$ cat src/rtl/spram_pkg.sv
// -----------------------------------------------------------------------------
// spram_pkg
// Shared constants for the single-port-RAM FIFO controller.
//   DEF_DATA_WIDTH : default word width (must match the attached RAM)
//   DEF_ADDR_WIDTH : default RAM address width
//   DEPTH          : RAM words for the default address width
//   CNT_W          : width of the total-occupancy count (RAM + in flight + buffer)
// -----------------------------------------------------------------------------
package spram_pkg;
    localparam int DEF_DATA_WIDTH = 8;
    localparam int DEF_ADDR_WIDTH = 4;
    localparam int DEPTH          = 2 ** DEF_ADDR_WIDTH;
    localparam int CNT_W          = DEF_ADDR_WIDTH + 2;
endpackage

$ cat src/rtl/spram_fifo_ctrl_if.sv
// -----------------------------------------------------------------------------
// spram_fifo_ctrl_if
// Bundles the write stream, read stream, occupancy count and RAM port of the
// FIFO controller.
//   slave  : controller view (accepts in_*, produces out_*, drives the RAM)
//   master : surrounding view (producer, consumer and the RAM itself)
// -----------------------------------------------------------------------------
interface spram_fifo_ctrl_if
    import spram_pkg::*;
#(
    parameter int DATA_WIDTH = DEF_DATA_WIDTH,
    parameter int ADDR_WIDTH = DEF_ADDR_WIDTH
);
    logic                  in_valid;
    logic                  in_ready;
    logic [DATA_WIDTH-1:0] in_data;
    logic                  out_valid;
    logic                  out_ready;
    logic [DATA_WIDTH-1:0] out_data;
    logic [ADDR_WIDTH+1:0] count;
    logic                  ram_we;
    logic [ADDR_WIDTH-1:0] ram_addr;
    logic [DATA_WIDTH-1:0] ram_din;
    logic [DATA_WIDTH-1:0] ram_dout;

    modport slave (
        input  in_valid, in_data, out_ready, ram_dout,
        output in_ready, out_valid, out_data, count, ram_we, ram_addr, ram_din
    );

    modport master (
        output in_valid, in_data, out_ready, ram_dout,
        input  in_ready, out_valid, out_data, count, ram_we, ram_addr, ram_din
    );
endinterface

$ cat src/rtl/spram_out_buf.sv
// -----------------------------------------------------------------------------
// spram_out_buf
// Two-entry first-in first-out buffer that absorbs RAM read data so the
// consumer sees a registered head word.
//   clk, rst     : clock, synchronous active-high reset
//   push_i       : write push_data_i this cycle (caller guarantees room)
//   push_data_i  : word to store
//   pop_i        : drop the head word this cycle (caller guarantees cnt_o != 0)
//   head_o       : entry 0, the oldest word
//   cnt_o        : occupancy 0..2
// -----------------------------------------------------------------------------
module spram_out_buf
    import spram_pkg::*;
#(
    parameter int DATA_WIDTH = DEF_DATA_WIDTH
) (
    input  logic                  clk,
    input  logic                  rst,
    input  logic                  push_i,
    input  logic [DATA_WIDTH-1:0] push_data_i,
    input  logic                  pop_i,
    output logic [DATA_WIDTH-1:0] head_o,
    output logic [1:0]            cnt_o
);
    logic [DATA_WIDTH-1:0] ent0_q, ent0_d;
    logic [DATA_WIDTH-1:0] ent1_q, ent1_d;
    logic [1:0]            cnt_q, cnt_d;

    // Next-state of the two entries and occupancy for each push/pop combination.
    always_comb begin
        ent0_d = ent0_q;
        ent1_d = ent1_q;
        cnt_d  = cnt_q;
        case ({push_i, pop_i})
            2'b10: begin
                if (cnt_q == 2'd0) begin
                    ent0_d = push_data_i;
                end else begin
                    ent1_d = push_data_i;
                end
                cnt_d = cnt_q + 2'd1;
            end
            2'b01: begin
                ent0_d = ent1_q;
                cnt_d  = cnt_q - 2'd1;
            end
            2'b11: begin
                // Occupancy unchanged: the new word lands behind whatever remains.
                if (cnt_q == 2'd2) begin
                    ent0_d = ent1_q;
                    ent1_d = push_data_i;
                end else begin
                    ent0_d = push_data_i;
                end
            end
            default: begin
                cnt_d = cnt_q;
            end
        endcase
    end

    // Buffer state register; reset discards any held words.
    always_ff @(posedge clk) begin
        if (rst) begin
            ent0_q <= '0;
            ent1_q <= '0;
            cnt_q  <= 2'd0;
        end else begin
            ent0_q <= ent0_d;
            ent1_q <= ent1_d;
            cnt_q  <= cnt_d;
        end
    end

    assign head_o = ent0_q;
    assign cnt_o  = cnt_q;
endmodule

$ cat src/rtl/spram_fifo_ctrl.sv
// -----------------------------------------------------------------------------
// spram_fifo_ctrl
// FIFO controller in front of a single-port RAM with a registered read port.
// One RAM operation per cycle; reads win over writes. A 2-entry output buffer
// hides the 1-cycle read latency so pops can run at 1 word/cycle.
//   clk, rst : clock, synchronous active-high reset
//   bus      : in_* write stream, out_* read stream, count, and the RAM port
//              (ram_we/ram_addr/ram_din out, ram_dout in)
// -----------------------------------------------------------------------------
module spram_fifo_ctrl
    import spram_pkg::*;
#(
    parameter int DATA_WIDTH = DEF_DATA_WIDTH,
    parameter int ADDR_WIDTH = DEF_ADDR_WIDTH
) (
    input  logic              clk,
    input  logic              rst,
    spram_fifo_ctrl_if.slave  bus
);
    localparam int FIFO_DEPTH = 2 ** ADDR_WIDTH;
    localparam int COUNT_W    = ADDR_WIDTH + 2;

    logic [ADDR_WIDTH-1:0] wr_ptr_q, wr_ptr_d;
    logic [ADDR_WIDTH-1:0] rd_ptr_q, rd_ptr_d;
    logic [ADDR_WIDTH:0]   ram_cnt_q, ram_cnt_d;
    logic                  rd_pend_q, rd_pend_d;
    logic [COUNT_W-1:0]    count_q, count_d;

    logic [1:0]            buf_cnt_s;
    logic [DATA_WIDTH-1:0] buf_head_s;
    logic [2:0]            buf_after_s;
    logic                  out_valid_s;
    logic                  pop_s;
    logic                  rd_issue_s;
    logic                  in_ready_s;
    logic                  wr_s;

    // Issue/accept decisions and RAM port drive (combinational from out_ready/in_valid).
    always_comb begin
        out_valid_s = !rst && (buf_cnt_s != 2'd0);
        pop_s       = out_valid_s && bus.out_ready;
        // Buffer occupancy once the in-flight word lands and this cycle's pop leaves.
        buf_after_s = {1'b0, buf_cnt_s} + {2'b00, rd_pend_q} - {2'b00, pop_s};
        rd_issue_s  = !rst && (ram_cnt_q != '0) && (buf_after_s < 3'd2);
        in_ready_s  = !rst && (ram_cnt_q != (ADDR_WIDTH+1)'(FIFO_DEPTH)) && !rd_issue_s;
        wr_s        = bus.in_valid && in_ready_s;
    end

    // Pointer, RAM occupancy, in-flight flag and total count next-state.
    always_comb begin
        wr_ptr_d  = wr_ptr_q;
        rd_ptr_d  = rd_ptr_q;
        ram_cnt_d = ram_cnt_q;
        rd_pend_d = rd_issue_s;
        count_d   = count_q;
        if (rd_issue_s) begin
            rd_ptr_d  = rd_ptr_q + ADDR_WIDTH'(1);
            ram_cnt_d = ram_cnt_q - (ADDR_WIDTH+1)'(1);
        end else if (wr_s) begin
            wr_ptr_d  = wr_ptr_q + ADDR_WIDTH'(1);
            ram_cnt_d = ram_cnt_q + (ADDR_WIDTH+1)'(1);
        end else begin
            ram_cnt_d = ram_cnt_q;
        end
        // Total occupancy only moves on an accept or a pop; reads just relocate words.
        case ({wr_s, pop_s})
            2'b10:   count_d = count_q + COUNT_W'(1);
            2'b01:   count_d = count_q - COUNT_W'(1);
            default: count_d = count_q;
        endcase
    end

    // Controller state register.
    always_ff @(posedge clk) begin
        if (rst) begin
            wr_ptr_q  <= '0;
            rd_ptr_q  <= '0;
            ram_cnt_q <= '0;
            rd_pend_q <= 1'b0;
            count_q   <= '0;
        end else begin
            wr_ptr_q  <= wr_ptr_d;
            rd_ptr_q  <= rd_ptr_d;
            ram_cnt_q <= ram_cnt_d;
            rd_pend_q <= rd_pend_d;
            count_q   <= count_d;
        end
    end

    // ram_dout is only meaningful in the cycle after a read was issued.
    spram_out_buf #(
        .DATA_WIDTH (DATA_WIDTH)
    ) u_out_buf (
        .clk         (clk),
        .rst         (rst),
        .push_i      (rd_pend_q),
        .push_data_i (bus.ram_dout),
        .pop_i       (pop_s),
        .head_o      (buf_head_s),
        .cnt_o       (buf_cnt_s)
    );

    assign bus.in_ready  = in_ready_s;
    assign bus.out_valid = out_valid_s;
    assign bus.out_data  = buf_head_s;
    assign bus.count     = count_q;
    assign bus.ram_we    = wr_s;
    assign bus.ram_addr  = wr_s ? wr_ptr_q : rd_ptr_q;
    assign bus.ram_din   = bus.in_data;
endmodule

$ cat src/flat_wrapper.sv
// flat-port wrapper written by rule: the top's interface ports become plain ports
module spram_fifo_ctrl_flat import spram_pkg::*;
#(
    parameter int DATA_WIDTH = DEF_DATA_WIDTH,
    parameter int ADDR_WIDTH = DEF_ADDR_WIDTH
)
  (clk, rst, bus_in_valid, bus_in_data, bus_out_ready, bus_ram_dout, bus_in_ready, bus_out_valid, bus_out_data, bus_count, bus_ram_we, bus_ram_addr, bus_ram_din);
  spram_fifo_ctrl_if #(.DATA_WIDTH(DATA_WIDTH), .ADDR_WIDTH(ADDR_WIDTH)) bus_i ();
  input  logic clk;
  input  logic rst;
  input wire logic [$bits(bus_i.in_valid)-1:0] bus_in_valid;
  input wire logic [$bits(bus_i.in_data)-1:0] bus_in_data;
  input wire logic [$bits(bus_i.out_ready)-1:0] bus_out_ready;
  input wire logic [$bits(bus_i.ram_dout)-1:0] bus_ram_dout;
  output wire logic [$bits(bus_i.in_ready)-1:0] bus_in_ready;
  output wire logic [$bits(bus_i.out_valid)-1:0] bus_out_valid;
  output wire logic [$bits(bus_i.out_data)-1:0] bus_out_data;
  output wire logic [$bits(bus_i.count)-1:0] bus_count;
  output wire logic [$bits(bus_i.ram_we)-1:0] bus_ram_we;
  output wire logic [$bits(bus_i.ram_addr)-1:0] bus_ram_addr;
  output wire logic [$bits(bus_i.ram_din)-1:0] bus_ram_din;
  assign bus_i.in_valid = bus_in_valid;
  assign bus_i.in_data = bus_in_data;
  assign bus_i.out_ready = bus_out_ready;
  assign bus_i.ram_dout = bus_ram_dout;
  assign bus_in_ready = bus_i.in_ready;
  assign bus_out_valid = bus_i.out_valid;
  assign bus_out_data = bus_i.out_data;
  assign bus_count = bus_i.count;
  assign bus_ram_we = bus_i.ram_we;
  assign bus_ram_addr = bus_i.ram_addr;
  assign bus_ram_din = bus_i.ram_din;
  spram_fifo_ctrl #(.DATA_WIDTH(DATA_WIDTH), .ADDR_WIDTH(ADDR_WIDTH)) u_core (.clk(clk), .rst(rst), .bus(bus_i));
endmodule
$ cat config.mk
export PLATFORM = sky130hd
export DESIGN_NAME = spram_fifo_ctrl_flat
export DESIGN_NICKNAME = d
export VERILOG_FILES = /design/src/rtl/spram_pkg.sv /design/src/rtl/spram_fifo_ctrl_if.sv /design/src/rtl/spram_out_buf.sv /design/src/rtl/spram_fifo_ctrl.sv /design/src/flat_wrapper.sv
export SDC_FILE = /design/constraint.sdc
export NUM_CORES = 1
export LEC_CHECK = 0
export ABC_AREA = 0
export BUFFER_PORTS_ARGS = -buffer_cell sky130_fd_sc_hd__buf_2
export CAP_MARGIN = 15
export CORE_MARGIN = 2
export CORE_UTILIZATION = 25
export DETAILED_ROUTE_END_ITERATION = 8
export GPL_TIMING_DRIVEN = 0
export SYNTH_ARGS = -nofsm -noshare
export SYNTH_HDL_FRONTEND = slang
export SYNTH_SLANG_ARGS = --single-unit
$ cat constraint.sdc
create_clock -name clk -period 5.9 [get_ports clk]
set_input_delay 1.18 -clock clk [delete_from_list [all_inputs] [get_ports clk]]
set_output_delay 1.18 -clock clk [all_outputs]
set_load 0.02 [all_outputs]
==> results of run 1 <==
## layer usage
| layer | global-route usage, % | routed length [um] | vias to the layer above |
|---|---|---|---|
| met3 | 3.21 | 242 | 5 |
| met2 | 17.7 | 2270 | 38 |
| li1 | - | - | 910 |
| met4 | 2.86 | 30 | 0 |
| met1 | 12.9 | 2050 | 846 |
| met5 | 0 | 0 | - |
## cell type report
| cell class | instances | area (um^2) | share of cell area (%) |
|---|---|---|---|
| Inverter | 12 | 45.0 | 1.74 |
| Multi-Input combinational cell | 167 | 1210 | 46.8 |
| Clock inverter | 3 | 68.8 | 2.66 |
| Tap cell | 105 | 131 | 5.07 |
| Buffer | 19 | 104 | 4.01 |
| Sequential cell | 38 | 761 | 29.4 |
| Timing Repair Buffer | 40 | 200 | 7.73 |
| Clock buffer | 5 | 68.8 | 2.66 |
## placed cells by master (no fill, tap or decap), types with 3 or more instances in the layout
cell	netlist	final
sky130_fd_sc_hd__xnor2_1	10	10
sky130_fd_sc_hd__nor2b_1	4	4
sky130_fd_sc_hd__nand2_1	7	7
sky130_fd_sc_hd__inv_1	11	11
sky130_fd_sc_hd__nand2b_1	3	3
sky130_fd_sc_hd__o21ai_0	5	5
sky130_fd_sc_hd__a21oi_1	7	7
sky130_fd_sc_hd__clkbuf_1	7	7
sky130_fd_sc_hd__mux2i_1	13	13
sky130_fd_sc_hd__nor2_1	38	38
sky130_fd_sc_hd__nand3_1	3	3
sky130_fd_sc_hd__mux2_2	4	4
sky130_fd_sc_hd__dfxtp_1	38	38
sky130_fd_sc_hd__buf_2	2	42
sky130_fd_sc_hd__clkbuf_8	0	5
sky130_fd_sc_hd__a22oi_1	10	10
sky130_fd_sc_hd__ha_1	13	13
sky130_fd_sc_hd__buf_4	8	8
sky130_fd_sc_hd__xor2_1	7	7
sky130_fd_sc_hd__a211oi_1	10	10
sky130_fd_sc_hd__a21o_1	3	3
## worst reg2reg max path, delay by kind of cell, from the launching register on
kind | cells | cell delay (ns)
and+or+nand+nor | 8 | 1.52
buffers and inverters | 2 | 0.52
xor gates and xnor gates | 1 | 0.12
DFF | 1 | 0.32
AOI/OAI and AO/OA | 4 | 0.68
adders and majority gates | 4 | 1.36
## registers in the layout, indices dropped and copies added (netlist names)
register                 count
u_core.wr_ptr_q              4
u_core.rd_ptr_q              4
u_core.ram_cnt_q             5
u_core.rd_pend_q             1
u_core.bus.count             6
u_core.u_out_buf.head_o      8
u_core.u_out_buf.cnt_o       2
u_core.u_out_buf.ent1_q      8
## through the flow
step	power (uW)	setup WS, ns
final	1220	0.588
after global routing	1320	0.248
after CTS	1240	0.555
after detailed placement	963	0.272
after global placement	947	0.385
after floorplan	827	0.750
## where the power goes
part,total (uW),internal [uW],switching [uW]
clock network,272,170,103
registers,379,322,57.2
logic,571,243,328
total,1220,735,488
## worst max-delay path by stage
| stage | cells past startpoint | to | slack (ns) | startpoint |
|---|---|---|---|---|
| floorplan | 18 | u_core.bus.count[4] | 0.75 | rst |
| global placement | 19 | u_core.bus.count[4] | 0.39 | rst |
| detailed placement | 19 | u_core.bus.count[4] | 0.27 | rst |
| CTS | 12 | bus_ram_addr[0] | 0.56 | rst |
| global route | 19 | u_core.bus.count[4] | 0.25 | rst |
| finish | 12 | bus_ram_addr[0] | 0.59 | rst |
## kinds of logic after synthesis
family | share of synthesized area, %
compound gates | 16.1
xor+xnor | 7.02
fa+ha+maj | 9.55
buf+inv | 7.02
flops | 35.8
mux | 8.25
simple gates | 16.2
==> metrics list, run 1 <==
- Run status: finished, final reports clean
* Worst-path cell chain: buf_2, buf_1, nor2_1, nand2_1, ha_1, nand2_1, fa_1, nor2b_1, nand3_1, nand2_1, mux2_2, buf_2
- CTS tree: yes
- Leftover overflow at the end of global routing: 0
- Clock Tree Buf Depth: 2
- Cell Count Post-Placement: around 380
* Final clock skew: a little over 0.005 ns
* Start-to-end type of the worst setup path: primary input to output port
- The net count of the finished layout is 318.
- The number of nets handed over by synthesis was ~270.
- Final worst path period share: 90.0%
- Die area: 9240 um^2
* Commonest cells post-synth: sky130_fd_sc_hd__dfxtp_1 (38), sky130_fd_sc_hd__nor2_1 (38), sky130_fd_sc_hd__ha_1 (13), sky130_fd_sc_hd__mux2i_1 (13), sky130_fd_sc_hd__inv_1 (11)
- Boundary Pins: 49
- Clk root buf: sky130_fd_sc_hd__clkbuf_8
- Clock-pin transition on the worst setup and hold timing paths: ~0.08 ns
- Max_slew headroom: a little over two fifths
- Timing would allow up to roughly 190 MHz.
* Number of cells in the finished layout apart from fillers: 389
- Actual transition at the worst max-transition pin: approximately 0.84 ns
- In the routed design, unresolved DRC markers number 0.
- In this run, post-CTS repair resized a total of 0 instances.
- Worst Hold Path EP: u_core.wr_ptr_q[3]
- The die is 96.1 um wide.
* Number of flops mapped to enable cells by yosys: 0
* Type of destination of the critical path: output port
* Cell accounting for the most synthesized area: sky130_fd_sc_hd__dfxtp_1
- Drt first-iter violations: 20
- The synthesized design contains 38 register bits.
- Across all hold checks on the routed design, the worst slack comes to between 0.4 and 0.5 ns.
- Global routing consumed, over all layers together, about a tenth of the routing resources.
- The repair_antennas step left the layout with diodes totalling 0.
- Summing all placed instances gives a cell area of around 2500 um^2.
- Critical Path RT: 4.72 ns
- Hold-fix buffers at CTS: 0
- Buffers inserted during clock tree synthesis total 5.
* Crit-path most repeated cell: sky130_fd_sc_hd__nand2_1
* Fill cell instance count of the final layout: 879
- The worst setup path is launched from a primary input.
* Antenna violation net count after detailed routing: 0
- The worst-case IR drop observed on VDD is roughly 160 uV.
* Number of instances on the worst hold path: 1
* Top fanout value on the critical path: 11
* Setup violation total in the final timing report: 0
- In the routed layout, each cell is associated on average with a via count of 4.62.
* Prevailing post-synth register cell: sky130_fd_sc_hd__dfxtp_1
- The initial antenna violation count came to 0.
- Distinct cell type count after synthesis: 46
- Of the post-synthesis cell area, the dominant cell type holds 35.8%.
* Number of global-route vias before repair: 1,620
- The region available for standard cell placement spans slightly above 8000 um^2.
- Utilization of the core after routing: 31.5%
* Share of layout cells above drive strength 1: between 20 and 25%
- Routed via count: roughly 1,800
* Worst reg2reg path startpoint: u_core.u_out_buf.cnt_o[0]
- Average wire length per cell after detail routing: 11.8 um
* Fin area: 2590 um^2
- Async set-reset flop share out of synthesis: 0%
- Dividing total power by cell area gives a power density of 472 nW/um^2.
* Clock tree sinks: 38
- The first global-routing pass estimated 7530 um of wire.
- Post-layout minimum cycle time: 5.31 ns
- Gate count of the mapped netlist: 236
- Final weighted congestion of routability-driven global placement: 0.807
- Area of the mapped netlist: 2120 um^2
- Seq/Total Area, Yosys: 35.8%
- Entering global routing, the biggest net connects 14 pins.
- Mean instance size in the synthesized netlist: 8.99 um^2
- Starting Density: 25.8%
- Total Wirelength: 4590 um
- Reg2Reg Capture Point: u_core.bus.count[4]
* Post-CTS Setup Repair Bufs: 0
- Counting both buffers and inverters, the worst setup path holds a total of 3.
- Slowest cell delay on critical path: 0.54 ns
* Worst path slowest cell: sky130_fd_sc_hd__fa_1
* Number of optimization iterations in the first detailed-route pass: 4
- CP delay by family, top: simple AND/OR/NAND/NOR gates
- Number of synthesis warnings: 0
- Dpl hpwl: 3410 um
- In this run the worst hold path is classified as flop to flop.
- RSZ-0062 raised after global routing: no
* Clock latency on the worst-skew pair: 0.30 ns
- Compared with the post-synthesis result, the final layout area differs by 22.1%.
- Counting cells, the worst reg-to-reg path comes to 19.
- Arrival time of the worst setup path: 4.13 ns
- Main area contributors after synthesis: sky130_fd_sc_hd__dfxtp_1 (36%), sky130_fd_sc_hd__ha_1 (7.7%), sky130_fd_sc_hd__nor2_1 (6.7%)
* # rows: 33
- H-tree depth: 2
- Die Ht: 96.1 um
- Max-cap violations in this run came to 0.
- The final number of max-transition violations is 0.
* Hold violation count in the final report: 0
* Slack of the worst reg-to-reg path: approximately 1.3 ns
* Input/output buffers: 40
- In this run the most critical hold path is launched from u_core.wr_ptr_q[3].
- Leak pwr: 0.00113 uW
* Fin Setup TNS: 0 ns
Note: power is estimated with default switching activity, not from simulation.
==> inputs of run 2 (changes only) <==
--- a/config.mk
+++ b/config.mk
@@ -5,7 +5,8 @@
 export SDC_FILE = /design/constraint.sdc
 export NUM_CORES = 1
 export LEC_CHECK = 0
-export ABC_AREA = 0
+export ABC_AREA = 1
+export ABC_CLOCK_PERIOD_IN_PS = 5900
 export BUFFER_PORTS_ARGS = -buffer_cell sky130_fd_sc_hd__buf_2
 export CAP_MARGIN = 15
 export CORE_MARGIN = 2
==> metrics list, run 2 <==
- Run status: finished, final reports clean (unchanged).
- Routed via count: 2,104 (was 1,799)
- Post-synthesis register bit count: 38 (unchanged)
- Syn-to-layout area delta: 19.6% (was 22.1%)
* Slew Viols, Final: 0 (unchanged)
- Starting Density: 25.9% (was 25.8%)
* Post-layout minimum cycle time: 5.05 ns (was 5.31 ns)
- In the post-synthesis netlist, the cell with the most instances is sky130_fd_sc_hd__inv_1.
- The launch instance of the worst min-delay path is u_core.u_out_buf.ent1_q[1] (was u_core.wr_ptr_q[3]).
- The global placement routability congestion is 0.812 (was 0.807).
- The detailed-router iteration count before antenna repair came to 4 (unchanged).
- Fin nets: 407 (was 318)
* Share of Yosys cell area claimed by the top area cell type: 33.6% (was 35.8%)
* Clock Tree Buf Depth: 2 (unchanged)
- The cell type group with the largest total delay on the critical path is adder cells (was simple AND/OR/NAND/NOR gates).
- Critical path launch point type: primary input (unchanged)
* Path category of the worst min-delay check: flop to flop (unchanged)
- Final worst path period share: 85.6% (was 90.0%)
* Seq/Total Area, Yosys: 33.6% (was 35.8%)
- Antenna violation net count after detailed routing: 0 (unchanged)
- The count of synthesis-stage warnings from yosys came to 0 (unchanged).
- The final routed DRC violation total came to 0 (unchanged).
- Total power per unit cell area: 448 nW/um^2 (was 472 nW/um^2)
- The placed wire-length estimate after detailed placement was 3840 um (was 3410 um).
- Instance area at placement: 2600 um^2 (was 2450 um^2)
- The overall routing resource usage came to 10.3% (was 10.5%).
- The delay of the slowest cell on the worst path is 0.54 ns (about the same).
- H-tree depth: 2 (unchanged)
- Main area contributors after synthesis: sky130_fd_sc_hd__dfxtp_1 (34%), sky130_fd_sc_hd__inv_1 (10%), sky130_fd_sc_hd__nand2_1 (9.1%) (was sky130_fd_sc_hd__dfxtp_1 (36%), sky130_fd_sc_hd__ha_1 (7.7%), sky130_fd_sc_hd__nor2_1 (6.7%))
- The largest fanout of any net on the critical path is 11 (unchanged).
- The hold-fix buffer count after cts is 0 (unchanged).
- The leakage power total came to 0.00138 uW (was 0.00113 uW).
* Fin Setup TNS: 0 ns (unchanged)
- The critical register-to-register path startpoint is u_core.u_out_buf.cnt_o[0] (unchanged).
- Worst-path cell chain: buf_2, buf_2, nor2_1, nand2_1, ha_1, nand2_1, fa_1, a21boi_2, nand3_4, nand3_4, buf_6, buf_6, nand2_1, o21ai_1, buf_2 (was buf_2, buf_1, nor2_1, nand2_1, ha_1, nand2_1, fa_1, nor2b_1, nand3_1, nand2_1, mux2_2, buf_2)
* Post-CTS Setup Repair Bufs: 0 (unchanged)
- The number of placed I/O pins came to 49 (unchanged).
- Worst path slowest cell: sky130_fd_sc_hd__fa_1 (unchanged)
- The most frequent standard cell in the layout excluding fill and tap cells is sky130_fd_sc_hd__inv_1 (was sky130_fd_sc_hd__buf_2).
- The number of sinks handled by clock tree synthesis is 38 (unchanged).
- Number of flops mapped to enable cells by yosys: 0 (unchanged)
- Global-route wire length before repair: 8390 um (was 7530 um)
- The most used flip-flop cell after synthesis was sky130_fd_sc_hd__dfxtp_1 (unchanged).
* Number of global-route vias before repair: 1,936 (was 1,620)
* Die Width: 99.2 um (was 96.1 um)
* Critical Path RT: 4.72 ns (about the same)
- The cell total after placement came to 473 (was 381).
* Fin area: 2710 um^2 (was 2590 um^2)
* Gate count of the mapped netlist: 325 (was 236)
- Clock-pin transition on the worst setup and hold timing paths: 0.08 ns (about the same)
* Leftover overflow at the end of global routing: 0 (unchanged)
- Drt first-iter violations: 116 (was 20)
- VDD IR-drop max: 116 uV (was 158 uV)
- Critical path launch point: rst (unchanged)
- The average wire per standard cell was 10.4 um (was 11.8 um).
- Die area: 9850 um^2 (was 9240 um^2)
- The total of endpoints with negative setup slack in the final report was 0 (unchanged).
- RSZ-0062 raised after global routing: no (unchanged)
- Cell accounting for the most synthesized area: sky130_fd_sc_hd__dfxtp_1 (unchanged)
- The cell area after technology mapping was 2270 um^2 (was 2120 um^2).
* Die Ht: 99.2 um (was 96.1 um)
- The count of endpoints failing hold in the final timing report was 0 (unchanged).
- The clock buffer count from CTS is 5 (unchanged).
- Arrival time of the worst setup path: 3.87 ns (was 4.13 ns)
* Fill cell instance count of the final layout: 970 (was 879)
- The initial antenna violation count came to 0 (unchanged).
* Post-synthesis net count: 360 (was 271)
* # rows: 34 (was 33)
- Utilization of the core after routing: 30.9% (was 31.5%)
- The core outline area came to 8760 um^2 (was 8220 um^2).
* Max_slew headroom: 56.2% (was 44.0%)
- Start-to-end type of the worst setup path: primary input to output port (unchanged)
- Mean instance size in the synthesized netlist: 6.98 um^2 (was 8.99 um^2)
* Commonest cells post-synth: sky130_fd_sc_hd__inv_1 (63), sky130_fd_sc_hd__nand2_1 (55), sky130_fd_sc_hd__dfxtp_1 (38), sky130_fd_sc_hd__a21oi_1 (28), sky130_fd_sc_hd__nor2_1 (26) (was sky130_fd_sc_hd__dfxtp_1 (38), sky130_fd_sc_hd__nor2_1 (38), sky130_fd_sc_hd__ha_1 (13), sky130_fd_sc_hd__mux2i_1 (13), sky130_fd_sc_hd__inv_1 (11))
- The post-layout instance count excluding filler cells came to 481 (was 389).
* Total of cells resized after clock tree synthesis: 0 (unchanged)
* Peak clock frequency supported by timing: 198 MHz (was 188 MHz)
- The endpoint class of the critical path was an output port (unchanged).
- Clk root buf: sky130_fd_sc_hd__clkbuf_8 (unchanged)
- The async set or reset register ratio after synthesis is 0% (unchanged).
- Maximum Capacitance Violations: 0 (unchanged)
- The number of diodes came to 0 (unchanged).
- Actual transition at the worst max-transition pin: 0.656 ns (was 0.839 ns)
- Final total power: 1220 uW (about the same)
* Total Wirelength: 5000 um (was 4590 um)
- The count of cell types in the netlist came to 28 (was 46).
- Final clock skew: 0.00390 ns (was 0.00506 ns)
- The CTS tree is yes (unchanged).
* Largest net degree at the start of global routing: 13 (was 14)
- The number of buffers and inverters on the critical path was 5 (was 3).
- Most frequent cells in the layout: sky130_fd_sc_hd__inv_1 (63), sky130_fd_sc_hd__nand2_1 (55), sky130_fd_sc_hd__buf_2 (45) (was sky130_fd_sc_hd__buf_2 (42), sky130_fd_sc_hd__nor2_1 (38), sky130_fd_sc_hd__dfxtp_1 (38))
* Clock latency on the worst-skew pair: 0.29 ns (was 0.30 ns)
- Share of layout cells above drive strength 1: 20.1% (was 24.6%)
- The count of buffers inserted at the top-level ports is 40 (unchanged).
- Average via count per standard cell: 4.37 (was 4.62)
## run 2: changes by cell type after synthesis, moves of 6 or more
cell and change:
sky130_fd_sc_hd__inv_1 +52, sky130_fd_sc_hd__nand2_1 +48, sky130_fd_sc_hd__a21oi_1 +21, sky130_fd_sc_hd__o21ai_0 +20, sky130_fd_sc_hd__nand3_1 +16, sky130_fd_sc_hd__mux2i_1 -13, sky130_fd_sc_hd__nor2_1 -12, sky130_fd_sc_hd__a211oi_1 -10
sky130_fd_sc_hd__a22oi_1 -10, sky130_fd_sc_hd__o22ai_1 +7, sky130_fd_sc_hd__xnor2_1 -7, sky130_fd_sc_hd__clkbuf_1 -6
## run 2: cells by family after synthesis
logic type	after synthesis	share of synthesized area (%)
flops	38	33.6
simple gates	110	21.5
buf+inv	82	16.0
fa+ha+maj	15	8.94
xor+xnor	7	2.70
compound gates	73	17.3
## run 2: worst paths after layout
path | to | slack [ns] | cells after the start
setup / recovery | bus_ram_addr[0] | 0.85 | 15
hold / removal | u_core.u_out_buf.ent1_q[1] | 0.46 | 2
hold reg to reg | u_core.u_out_buf.ent1_q[1] | 0.46 | 2
setup reg to reg | u_core.bus.count[2] | 1.96 | 23
## run 2: through the flow
stage               worst slack [ns]  hold slack (ns)
CTS                            0.837            0.459
global placement               0.831            0.437
detailed placement             0.855            0.447
finish                         0.849            0.458
global route                   0.663            0.474
floorplan                       1.02            0.429
## run 2: report_power, final
part	internal, uW	switching, uW
clock	124	95.8
sequential	338	62.6
combinational	219	376
## run 2: tightest hold or removal path: stages (launching register included)
cell	delay (ns)
sky130_fd_sc_hd__dfxtp_1	0.30
sky130_fd_sc_hd__inv_1	0.06
sky130_fd_sc_hd__a21oi_1	0.05
## run 2: cell type report
class                      count  area [um^2]  share of cell area [%]
clock buffer                   5         68.8                    2.54
buffer                        17          119                    4.38
timing repair buffer          40          200                    7.38
tap                          108          135                    4.98
multi-input combinational    205         1140                    42.2
inverter                      65          244                    9.00
sequential                    38          761                    28.1
clock inverter                 3         40.0                    1.48
## run 2: routing by layer
layer,track usage (%),up-vias,share of wire (%)
li1,-,1114,-
met1,12.7,934,47
met2,17.4,51,47
met3,2.81,5,5.7
met4,3.69,0,0.84
met5,0,-,0
